--- config.mk ---
export PLATFORM = sky130hd
export DESIGN_NAME = led_scan_ctrl
export DESIGN_NICKNAME = d
export VERILOG_FILES = /design/src/rtl/led_scan_ctrl_pkg.sv /design/src/rtl/led_scan_ctrl_tick_gen.sv /design/src/rtl/led_scan_ctrl.sv
export SDC_FILE = /design/constraint.sdc
export NUM_CORES = 1
export LEC_CHECK = 0
export ABC_CLOCK_PERIOD_IN_PS = 1900
export CAP_MARGIN = 0
export CELL_PAD_IN_SITES_DETAIL_PLACEMENT = 2
export CELL_PAD_IN_SITES_GLOBAL_PLACEMENT = 2
export CORE_ASPECT_RATIO = 2
export CORE_UTILIZATION = 39
export CTS_BUF_LIST = sky130_fd_sc_hd__clkbuf_8
export CTS_CLUSTER_SIZE = 20
export DETAILED_ROUTE_END_ITERATION = 8
export PLACE_DENSITY_LB_ADDON = 0.1
export REMOVE_ABC_BUFFERS = 1
export SLEW_MARGIN = 15
export SYNTH_ARGS = -nofsm -noshare
export SYNTH_HDL_FRONTEND = slang
export SYNTH_SLANG_ARGS = --single-unit
--- constraint.sdc ---
create_clock -name clk -period 1.9 [get_ports clk]
set_input_delay 0.19 -clock clk [delete_from_list [all_inputs] [get_ports clk]]
set_output_delay 0.19 -clock clk [all_outputs]
set_load 0.02 [all_outputs]
--- src/rtl/led_scan_ctrl_pkg.sv ---
// led_scan_ctrl_pkg: shared encodings for the LED scan sequencer.
//   mode_e  - pattern mode as presented on the mode input
//   state_e - sequencer FSM states
//   dir_e   - current travel direction (used by bounce)
//   adv_t   - result of one advance step (next index, next dir, wrap event)
package led_scan_ctrl_pkg;

  typedef enum logic [1:0] {
    MODE_HOLD   = 2'b00,
    MODE_UP     = 2'b01,
    MODE_DOWN   = 2'b10,
    MODE_BOUNCE = 2'b11
  } mode_e;

  typedef enum logic {
    ST_IDLE   = 1'b0,
    ST_ACTIVE = 1'b1
  } state_e;

  typedef enum logic {
    DIR_UP   = 1'b0,
    DIR_DOWN = 1'b1
  } dir_e;

  localparam int IDX_W = 4;
  localparam logic [IDX_W-1:0] IDX_MAX = 4'd15;

  typedef struct packed {
    logic [IDX_W-1:0] idx;
    dir_e             dir;
    logic             wrap;
  } adv_t;

endpackage

--- src/rtl/led_scan_ctrl_tick_gen.sv ---
// tick_gen: free-running prescaler producing a one-cycle tick every CLK_DIV
// enabled cycles.
//   clk   - system clock
//   rst_n - async active-low reset, counter to 0
//   en    - count enable; tick only asserts while enabled
//   clr   - synchronous clear of the counter (wins over en)
//   tick  - high in the cycle where the count sits at CLK_DIV-1
module tick_gen #(
  parameter int CLK_DIV = 25_000_000,
  parameter int CNT_W   = 25
) (
  input  logic clk,
  input  logic rst_n,
  input  logic en,
  input  logic clr,
  output logic tick
);

  localparam logic [CNT_W-1:0] LAST = CNT_W'(CLK_DIV - 1);

  logic [CNT_W-1:0] cnt;

  always_ff @(posedge clk or negedge rst_n) begin
    if (!rst_n)         cnt <= '0;
    else if (clr)       cnt <= '0;
    else if (en)        cnt <= (cnt == LAST) ? '0 : cnt + CNT_W'(1);
  end

  // With CLK_DIV=1 LAST is 0, so the count never leaves 0 and tick follows en.
  assign tick = en && (cnt == LAST);

endmodule

--- src/rtl/led_scan_ctrl.sv ---
// led_scan_ctrl: sequencer for the 4x16 LED decoder. Walks a one-hot index
// in hold / up / down / bounce patterns at a prescaled step rate.
//   clk    - system clock
//   rst_n  - async active-low reset
//   run    - level, 1 = scanning (ACTIVE), 0 = idle
//   mode   - 00 hold, 01 up, 10 down, 11 bounce
//   step   - pulse, manual advance; only acted on while idle
//   clear  - pulse, return to index 0 / dir up / prescaler 0
//   idx    - registered decoder select
//   dec_en - registered decoder enable (high in ACTIVE)
//   busy   - high in ACTIVE
//   wrap   - one-cycle pulse on wrap-around or bounce reversal
module led_scan_ctrl
  import led_scan_ctrl_pkg::*;
#(
  parameter int CLK_DIV = 25_000_000,
  parameter int CNT_W   = 25
) (
  input  logic             clk,
  input  logic             rst_n,
  input  logic             run,
  input  logic [1:0]       mode,
  input  logic             step,
  input  logic             clear,
  output logic [IDX_W-1:0] idx,
  output logic             dec_en,
  output logic             busy,
  output logic             wrap
);

  state_e state;
  dir_e   dir;
  logic   tick;
  logic   adv;
  adv_t   nxt;

  // Prescaler is held at 0 while idle so every ACTIVE entry starts a full period.
  tick_gen #(
    .CLK_DIV (CLK_DIV),
    .CNT_W   (CNT_W)
  ) u_tick (
    .clk   (clk),
    .rst_n (rst_n),
    .en    (state == ST_ACTIVE),
    .clr   (clear || (state == ST_IDLE)),
    .tick  (tick)
  );

  // Advance source: prescaler in ACTIVE, manual step in IDLE.
  assign adv = (state == ST_ACTIVE) ? tick : step;

  always_comb begin
    nxt.idx  = idx;
    nxt.dir  = dir;
    nxt.wrap = 1'b0;
    case (mode_e'(mode))
      MODE_UP: begin
        nxt.idx  = idx + 4'd1;
        nxt.dir  = DIR_UP;
        nxt.wrap = (idx == IDX_MAX);
      end
      MODE_DOWN: begin
        nxt.idx  = idx - 4'd1;
        nxt.dir  = DIR_DOWN;
        nxt.wrap = (idx == '0);
      end
      MODE_BOUNCE: begin
        if (dir == DIR_UP) begin
          if (idx == IDX_MAX) begin
            nxt.idx  = IDX_MAX - 4'd1;
            nxt.dir  = DIR_DOWN;
            nxt.wrap = 1'b1;
          end else begin
            nxt.idx  = idx + 4'd1;
          end
        end else begin
          if (idx == '0) begin
            nxt.idx  = 4'd1;
            nxt.dir  = DIR_UP;
            nxt.wrap = 1'b1;
          end else begin
            nxt.idx  = idx - 4'd1;
          end
        end
      end
      default: ;  // hold: nothing moves
    endcase
  end

  always_ff @(posedge clk or negedge rst_n) begin
    if (!rst_n) begin
      state  <= ST_IDLE;
      idx    <= '0;
      dir    <= DIR_UP;
      dec_en <= 1'b0;
      busy   <= 1'b0;
      wrap   <= 1'b0;
    end else begin
      wrap <= 1'b0;
      if (clear) begin
        idx <= '0;
        dir <= DIR_UP;
      end else if (adv) begin
        idx  <= nxt.idx;
        dir  <= nxt.dir;
        wrap <= nxt.wrap;
      end
      // The advance above still lands when run drops in a tick cycle.
      case (state)
        ST_IDLE: if (run) begin
          state  <= ST_ACTIVE;
          dec_en <= 1'b1;
          busy   <= 1'b1;
        end
        ST_ACTIVE: if (!run) begin
          state  <= ST_IDLE;
          dec_en <= 1'b0;
          busy   <= 1'b0;
        end
        default: state <= ST_IDLE;
      endcase
    end
  end

endmodule
==> out/metrics.cfg <==
[outcome]
status=finished, final reports clean

[worst_setup_path]
end_kind=flip-flop
cp_slowest_cell=dfrtp_1
max_stage_delay_ps=400
worstSetupPathType=flip-flop to flip-flop
cp-start-kind=flip-flop
path_cells=buf_4, ha_2, nor2b_1, a211oi_1, a311oi_1, a221oi_1, nor3_1
cp_max_fo=6
cp.arrival_ps=1980
cp.required_ps=2070

[sta]
maxSlewHeadroom_pct=69.22
rsz0062_at_grt=false
hold_viol=0
worst_pin_slew_ps=461.7
finalCritPeriodShare_pct=95.39
max_freq_mhz=551.8
setup-tns-final_ps=0
min_period_ps=1812
slew_violations=0
skew_ps=6.103
setup_viol=0

[synth]
postSynthAreaPerCell_um2=9.401
ys_async_sr_fraction_pct=100.0
synth_area_um2=2031
yosysMostFrequentCell=dfrtp_1
ys_seq_area_share_pct=40.67
synth_top_area_share_pct=40.67
synthCells=216
synthTopCellsByCount=dfrtp_1 (33), nor2_1 (32), xnor2_1 (13)
synthFlopType=dfrtp_1
synth_cell_type_count=49
synth_top_area_cell=dfrtp_1
synth-seq-cells=33
synth-edff-count=0
ys_warn_count=0
yosys-top-cells-area=dfrtp_1 (41%), nor2_1 (5.9%), xnor2_1 (5.6%)

[floorplan]
rows=36
io_pins=14
die_x_um=53.03
core_region_area_um2=4955
start_util_pct=40.98
die-area_um2=5517
die_h_um=104.1

[final_layout]
final_area_um2=2426
layout.area.seq_um2=825.8
fillers=551
nets=255
final_cells=302
multi_input_area_um2=1127
drive_gt1_share_pct=17.55
areaGrowthSynthToFinish_pct=19.47
finalCoreUtilization_pct=48.96
diodes=0

[placed_design]
postPlaceCellArea_um2=2326
dp_hpwl_um=4974
portBuffers=13
dp_cells=293
place.gp.congestion=0.7663

[global_route]
grt.total_usage_pct=25.26
grt_pass1_vias=2035
grt_max_degree=34
grt_overflow=0
antenna_found_initial=0
grt_pass1_wl_um=9936

[power]
pwr_density_cell_nw_per_um2=601.8
swShare_pct=27.67
internal_power_mw=1.056
combPwrFrac_pct=14.8
vdd_drop_max_mv=0.4353
p_seq_share_pct=49.9
p_leak_nw=1.007
clkPwrFrac_pct=35.3
p_sw_mw=0.4040
power_mw=1.460

[detailed_routing]
wl_per_cell_um=20.90
vias=1749
wirelength_um=6311
drtPass1Iterations=4
drc=0
antenna_left=0
drt-initial-drc-count=6
viasPerCell=5.791

[cts]
clock_latency_ps=290
htreeDepth=2
cts-root-buf=clkbuf_8
cts_tree=built
cts_sinks=33
cts_buffers=5
path_clk_slew_ps=70
hold_buffers=0
cts_buffer_depth=2

[job]
cap_violations=0

[worst_hold_path]
hold_path_class=input port to asynchronous set/reset pin

[timing repair]
| item | in CTS | in global routing |
|---|---|---|
| setup endpoints to repair | 1 | 3 |
| buffers inserted | 0 | 1 |
| pin swaps | 0 | 1 |
| gates cloned | 0 | 0 |
| resized for setup | 1 | 2 |
[worst max-delay path, delay by kind of cell (launching register included)]
| family | cells | cell delay (ps) |
|---|---|---|
| compound gates | 3 | 660 |
| fa+ha+maj | 1 | 230 |
| buf+inv | 1 | 150 |
| flops | 1 | 400 |
| simple gates | 2 | 240 |
[logic make-up after synthesis]
family                     synth area share (%)
and+or+nand+nor                           32.60
DFF                                       40.67
AOI/OAI and AO/OA                         9.058
xor gates and xnor gates                  9.920
buffers and inverters                     4.313
adders and majority gates                 2.958
muxes                                    0.4929
[cell type report]
class / count / share of cell area, %
timing repair buffer: 33 / 12.07
inverter: 7 / 1.083
clock inverter: 3 / 0.5673
clock buffer: 5 / 2.837
sequential: 33 / 34.04
tap: 57 / 2.940
multi-input combinational: 164 / 46.47
[sequential cells by signal, indices dropped and copies added, names as in the netlist]
| name | count |
|---|---|
| state | 1 |
| u_tick.cnt | 25 |
| idx | 4 |
| dir | 1 |
| wrap | 1 |
| busy | 1 |
[per-stage QoR]
step	hold WS (ps)	setup slack, ps
after floorplan	-105.6	217.2
after global placement	470.5	56.55
after detailed placement	488.6	-41.92
after CTS	328.1	2.794
after global routing	363.6	36.80
final	308.9	87.64
[layer usage]
layer	up-vias	part of all wire [%]	GRT usage (%)
li1	812	-	-
met1	905	32	20.85
met2	23	64	53.35
met3	9	1.7	3.509
met4	0	1.8	8.083
met5	-	0	0
[worst paths after layout]
check                      depth (start not counted)                       from  slack (ps)                         to
min                                                2                      rst_n         310  u_tick.cnt[8]$_DFFE_PN0P_
min reg2reg                                        1  u_tick.cnt[0]$_DFFE_PN0P_         490  u_tick.cnt[0]$_DFFE_PN0P_
min in group clk                                   1                        run         390            state$_DFF_PN0_
max                                                7         idx[0]$_DFFE_PN0P_          90         idx[2]$_DFFE_PN0P_
max reg2reg                                        7         idx[0]$_DFFE_PN0P_          90         idx[2]$_DFFE_PN0P_
max in group asynchronous                          2                      rst_n        1280  u_tick.cnt[3]$_DFFE_PN0P_
[placed cells by master, fill, tap and decap left out, types with 6 or more instances in the layout]
master,Yosys,layout
and3_1,6,6
buf_4,1,19
clkdlybuf4s50_1,0,13
dfrtp_1,33,33
inv_1,7,8
nand2_1,12,12
nand2b_1,6,6
nand3_1,11,11
nand4_1,6,6
nor2_1,32,32
nor2b_1,7,7
nor3_1,7,7
xnor2_1,13,13
xor2_1,10,10
[power groups by stage]
| stage | clock network, mW | registers, mW | logic [mW] |
|---|---|---|---|
| floorplan | 0 | 0.756 | 0.0745 |
| global placement | 0 | 0.741 | 0.204 |
| detailed placement | 0 | 0.742 | 0.219 |
| CTS | 0.533 | 0.729 | 0.219 |
| global route | 0.556 | 0.730 | 0.232 |
| finish | 0.515 | 0.729 | 0.216 |
Note: power is estimated with default switching activity, not from simulation.
==> RTL change 1 (same settings) <==
`CNT_W` is set to 25 in 2 places; all go to 29.
--- a/src/rtl/led_scan_ctrl_tick_gen.sv
+++ b/src/rtl/led_scan_ctrl_tick_gen.sv
@@ -7,7 +7,7 @@
 //   tick  - high in the cycle where the count sits at CLK_DIV-1
 module tick_gen #(
   parameter int CLK_DIV = 25_000_000,
-  parameter int CNT_W   = 25
+  parameter int CNT_W   = 29
 ) (
   input  logic clk,
   input  logic rst_n,
--- a/src/rtl/led_scan_ctrl.sv
+++ b/src/rtl/led_scan_ctrl.sv
@@ -14,7 +14,7 @@
   import led_scan_ctrl_pkg::*;
 #(
   parameter int CLK_DIV = 25_000_000,
-  parameter int CNT_W   = 25
+  parameter int CNT_W   = 29
 ) (
   input  logic             clk,
   input  logic             rst_n,
Formal check against the unedited RTL: no difference found for any inputs over 10 cycles, from zero or initial values and one cycle with rst_n low; that may be too few to reach the edited logic, so the function may still have changed.
==> RTL change 1 against the unedited design <==
  * The flow now finishes with violations (setup timing)
  * Sequential cell count is 4 higher
  * First-iteration DRC count rose to 10 times the old value
  * Worst setup slack got worse by 0.29 ns
  * Final area increased by 28%
  * Die area rose by 5.9%
  * Wire length up 60%
  * Largest power group unchanged
  * Synthesized area rose by 6.0%
  * Total power up 21%
==> RTL change 1: results (changes against the unedited design) <==
P_leak 1.31 nW (was 1.01 nW); mux cell area share after synthesis 0.523% (was 0.493%); Sw Ratio 26.0% (was 27.7%); post-synthesis cell type count 46 (was 49); GRT Total Usage 27.9% (was 25.3%); run status finished, violations left (was finished, final reports clean); RR Endpoint idx[1] (was idx[2]); WL met1 3430 um (was 2040 um); WL met3 414 um (was 105 um); failing checks setup timing; vias in the first global route 2324 (was 2035); setup tns final -3.65 ns (was 0 ns); Final Skew 0.00265 ns (was 0.00610 ns); Yosys warnings 0 (unchanged); Max Fanout on Critical Path 4 (was 6); WL met2 5520 um (was 4050 um); ranking of synthesized cells by area dfrtp_1, nor2_1, xor2_1 (was dfrtp_1, nor2_1, xnor2_1); sequential area share after synthesis 43.0% (was 40.7%); Seq pwr share 45.7% (was 49.9%); via/cell ratio 6.12 (was 5.79); cells after synthesis 233 (was 216); WL/cell 28.5 um (was 20.9 um); placer's final routability congestion estimate 0.846 (was 0.766); share of post-route cells with drive strength above 1 35.6% (was 17.6%); worst setup margin -0.205 ns (was 0.0876 ns); Rel. slew slack 41.0% (was 69.2%); Compound-Gate Fraction of Synth Area 9.76% (was 9.06%); hpwl dp 5250 um (was 4970 um); number of fill cells 507 (was 551); setup violators final 35 (was 0); largest net degree at the start of global routing 38 (was 34); Synth Area in Adders 2.32% (was 2.96%); placed instance count 332 (was 293); Power Internal 1.31 mW (was 1.06 mW); Initial DRC Count 60 (was 6); Fin Hold WS 0.00236 ns (was 0.309 ns); Final #Nets 305 (was 255); maximum vdd drop 0.709 mV (was 0.435 mV); first-pass GRT wire length 11400 um (was 9940 um); biggest regs u_tick.cnt (29), idx (4) (was u_tick.cnt (25), idx (4)); fin cells 355 (was 302); clock distribution power 0.744 mW (was 0.515 mW); Post-Place Worst Slack -0.153 ns (was -0.0419 ns); Top Layer Used met5 (was met4); CP startpoint u_tick.cnt[12] (was idx[0])
-- RTL change 1: cell count changes in the layout (fill, tap and decap cells not counted), sizes merged, moves of 4 or more --
cell	change
o21ai	+5
nand3	-5
buf	+33
nand2	+8
dfrtp	+4
nand4	+6
a211oi	-4
xor2	+5
nor2	+4
nor2b	-4
-- RTL change 1: how the worst max path moves through the flow --
stage	to	slack, ns	cells after the start
2_1_floorplan	u_tick.cnt[10]	-1.86	4
3_3_place_gp	idx[2]	-0.09	5
3_5_place_dp	u_tick.cnt[26]	-0.15	6
4_1_cts	idx[3]	-0.05	5
5_1_grt	u_tick.cnt[24]	-0.29	6
6_report	idx[1]	-0.20	7
-- RTL change 1: final cells by class --
| cell class | count | area share (%) |
|---|---|---|
| clock buffer | 6 | 2.66 |
| clock inverter | 2 | 1.21 |
| inverter | 7 | 0.846 |
| multi-input combinational | 177 | 43.9 |
| sequential | 37 | 29.8 |
| tap | 60 | 2.42 |
| timing repair buffer | 66 | 19.1 |
-- RTL change 1: cell families after synthesis --
kind of cell,after synthesis
buffers and inverters,19
and+or+nand+nor,116
muxes,1
xor gates and xnor gates,27
adders and majority gates,4
DFF,37
AOI/OAI and AO/OA,29
-- RTL change 1: timing repair --
item / in CTS / in global routing
gates cloned: 1 / 3
pin swaps: 9 / 17
setup buffers: 3 / 8
hold buffers: 0 / 0
endpoints found under the setup margin: 35 / 35
resized for setup: 13 / 54
-- RTL change 1: per-layer routing --
metal  GRT usage, %  up-vias
li1               -      939
met2           51.2       71
met5              0        -
met3           5.53       49
met4           16.7        2
met1           25.8     1113
-- RTL change 1: critical path, cell delays in order (launching register included) --
cell,delay [ns]
dfrtp_1,0.43
and4_1,0.43
nand2_4,0.11
o41a_1,0.44
buf_4,0.15
buf_6,0.12
nor3_4,0.19
o2bb2ai_1,0.16
==> RTL change 2 (same settings) <==
Without the edit above. Reset style: synchronous (`rst_n`), changed in 2 clocked blocks. Comments in the files are not updated.
--- a/src/rtl/led_scan_ctrl_tick_gen.sv
+++ b/src/rtl/led_scan_ctrl_tick_gen.sv
@@ -20,7 +20,7 @@
 
   logic [CNT_W-1:0] cnt;
 
-  always_ff @(posedge clk or negedge rst_n) begin
+  always_ff @(posedge clk) begin
     if (!rst_n)         cnt <= '0;
     else if (clr)       cnt <= '0;
     else if (en)        cnt <= (cnt == LAST) ? '0 : cnt + CNT_W'(1);
--- a/src/rtl/led_scan_ctrl.sv
+++ b/src/rtl/led_scan_ctrl.sv
@@ -87,7 +87,7 @@
     endcase
   end
 
-  always_ff @(posedge clk or negedge rst_n) begin
+  always_ff @(posedge clk) begin
     if (!rst_n) begin
       state  <= ST_IDLE;
       idx    <= '0;
Function: differs if rst_n is asserted again (counterexample within 4 cycles, from zero or initial values and one cycle with rst_n low); with rst_n held inactive, the same outputs for 10 cycles.
==> RTL change 2 against the unedited design <==
  * Final area is 11% lower
  * Total power shrank 5.5%
  * Synthesized area is 10% lower
  * Critical path depth decreased by 1
  * Hold slack better by 0.22 ns
  * Fmax is 1.5% lower
  * Wire length down 13%
  * Sequential cell count did not move
  * Combinational power down 31%
  * Count of clock-buffer cells in the layout did not move
  * Worst setup slack lost 0.028 ns
  * Critical endpoint is now u_tick.cnt[20]
  * Largest cell class unchanged
  * Largest power group unchanged
==> RTL change 2: results (changes against the unedited design) <==
run status finished, final reports clean (unchanged); biggest regs u_tick.cnt (25), idx (4) (unchanged); I/O Buffers 13 (unchanged); slowest stage delay, CP 0.42 ns (was 0.40 ns); Compound-Gate Fraction of Synth Area 12.8% (was 9.06%); Final #Nets 253 (was 255); P_leak 0.693 nW (was 1.01 nW); mux cell area share after synthesis 1.10% (was 0.493%); DRC Markers 0 (unchanged); WL/cell 18.6 um (was 20.9 um); worst hold path type reg -> reg (was in -> async); number of synthesized flops with an enable pin 0 (unchanged); maximum vdd drop 0.396 mV (was 0.435 mV); arrival time worst endpoint 2.02 ns (was 1.98 ns); Max Fanout on Critical Path 10 (was 6); via/cell ratio 5.70 (was 5.79); cts repair resizes 2 (was 1); list of most frequent post-synthesis cells dfxtp_1, nor2_1, xnor2_1, inv_1, nand2_1 (was dfrtp_1, nor2_1, xnor2_1, nand2_1, nand3_1); FFs w/ async S/R, synth 0% (was 100%); Worst path top cell family by delay simple AND/OR/NAND/NOR gates (was compound AO/OA/AOI/OAI gates); share of post-route cells with drive strength above 1 12.3% (was 17.6%); post-synthesis cell type count 45 (was 49); Ant. Diodes 0 (unchanged); Comb group 0.149 mW (was 0.216 mW); clock-pin slew on the worst setup and hold paths 0.07 ns (about the same); GRT Total Usage 24.5% (was 25.3%); H-tree level count 2 (unchanged); Initial DRC Count 7 (was 6); hpwl dp 4260 um (was 4970 um); Synth Area in Adders 2.74% (was 2.96%); GRT Residual Overflow 0 (unchanged); initial antenna violation count 0 (unchanged); xor/xnor cell area share of the yosys netlist 11.0% (was 9.92%); setup bufs post-CTS 0 (unchanged); sequential area share after synthesis 36.2% (was 40.7%); Biggest register u_tick.cnt (unchanged); Rel. slew slack 67.4% (was 69.2%); ranking of synthesized cells by area dfxtp_1, xnor2_1, nor2_1 (was dfrtp_1, nor2_1, xnor2_1); clock power share 37.4% (was 35.3%); first-pass GRT wire length 9090 um (was 9940 um); buffer depth of the longest clock path 2 (unchanged); DRT Pass-1 Iters 3 (was 4); number of fill cells 510 (was 551); Final Skew 0.00487 ns (was 0.00610 ns); placer's final routability congestion estimate 0.847 (was 0.766); Slowest-stage cell, CP dfxtp_1 (was dfrtp_1); Clk Tree Root Cell clkbuf_8 (unchanged); CTS buffer count 5 (unchanged); Yosys warnings 0 (unchanged); largest net degree at the start of global routing 25 (was 34); Power Internal 1.02 mW (was 1.06 mW); Clk Latency, worst-skew pair 0.29 ns (about the same); vias in the first global route 1937 (was 2035); Placed Area 0.00204 mm^2 (was 0.00233 mm^2)
==> RTL change 2: changes by cell type in the layout (fill, tap and decap cells not counted), moves of 4 or more <==
| cell | delta |
|---|---|
| xnor2_1 | +6 |
| inv_1 | +6 |
| buf_4 | -9 |
| a21oi_1 | +4 |
| dfxtp_1 | +30 |
| dfrtp_1 | -33 |
| o21ai_0 | +5 |
| xor2_1 | -6 |
| nor2b_1 | -4 |
| nor4_1 | +4 |
==> RTL change 2: layout make-up <==
type | count | share of cell area, %
repair buffers | 24 | 10.5
clock buffers | 5 | 3.20
well taps | 54 | 3.14
clock inverters | 3 | 0.640
inverters | 13 | 2.27
flip-flops and latches | 33 | 30.9
multi-input cells | 165 | 49.4
==> RTL change 2: routing by layer <==
layer	GRT usage, %	share of wire, %	wire (um)
met5	0	0	0
met2	49.1	59	3270
met1	20.9	35	1920
met4	14.5	4.2	232
met3	3.86	1.5	82
==> RTL change 2: final timing paths <==
kind / startpoint / endpoint / cells after the start / slack [ns]
max: u_tick.cnt[0] / u_tick.cnt[20] / 6 / 0.06
max reg2reg: u_tick.cnt[0] / u_tick.cnt[20] / 6 / 0.06
min reg2reg: u_tick.cnt[4] / u_tick.cnt[4] / 2 / 0.53
min: u_tick.cnt[4] / u_tick.cnt[4] / 2 / 0.53
==> RTL change 2: per-stage QoR <==
stage | utilization [%] | cells | power (mW) | setup slack, ns
4_1_cts | 48.1 | 297 | 1.39 | 0.0142
3_3_place_gp | 46.2 | 289 | 0.866 | 0.0197
2_1_floorplan | - | 211 | 0.800 | -0.0443
6_report | 48.6 | 297 | 1.38 | 0.0601
5_1_grt | 48.6 | 297 | 1.43 | -0.0569
3_5_place_dp | 46.2 | 289 | 0.876 | -0.185
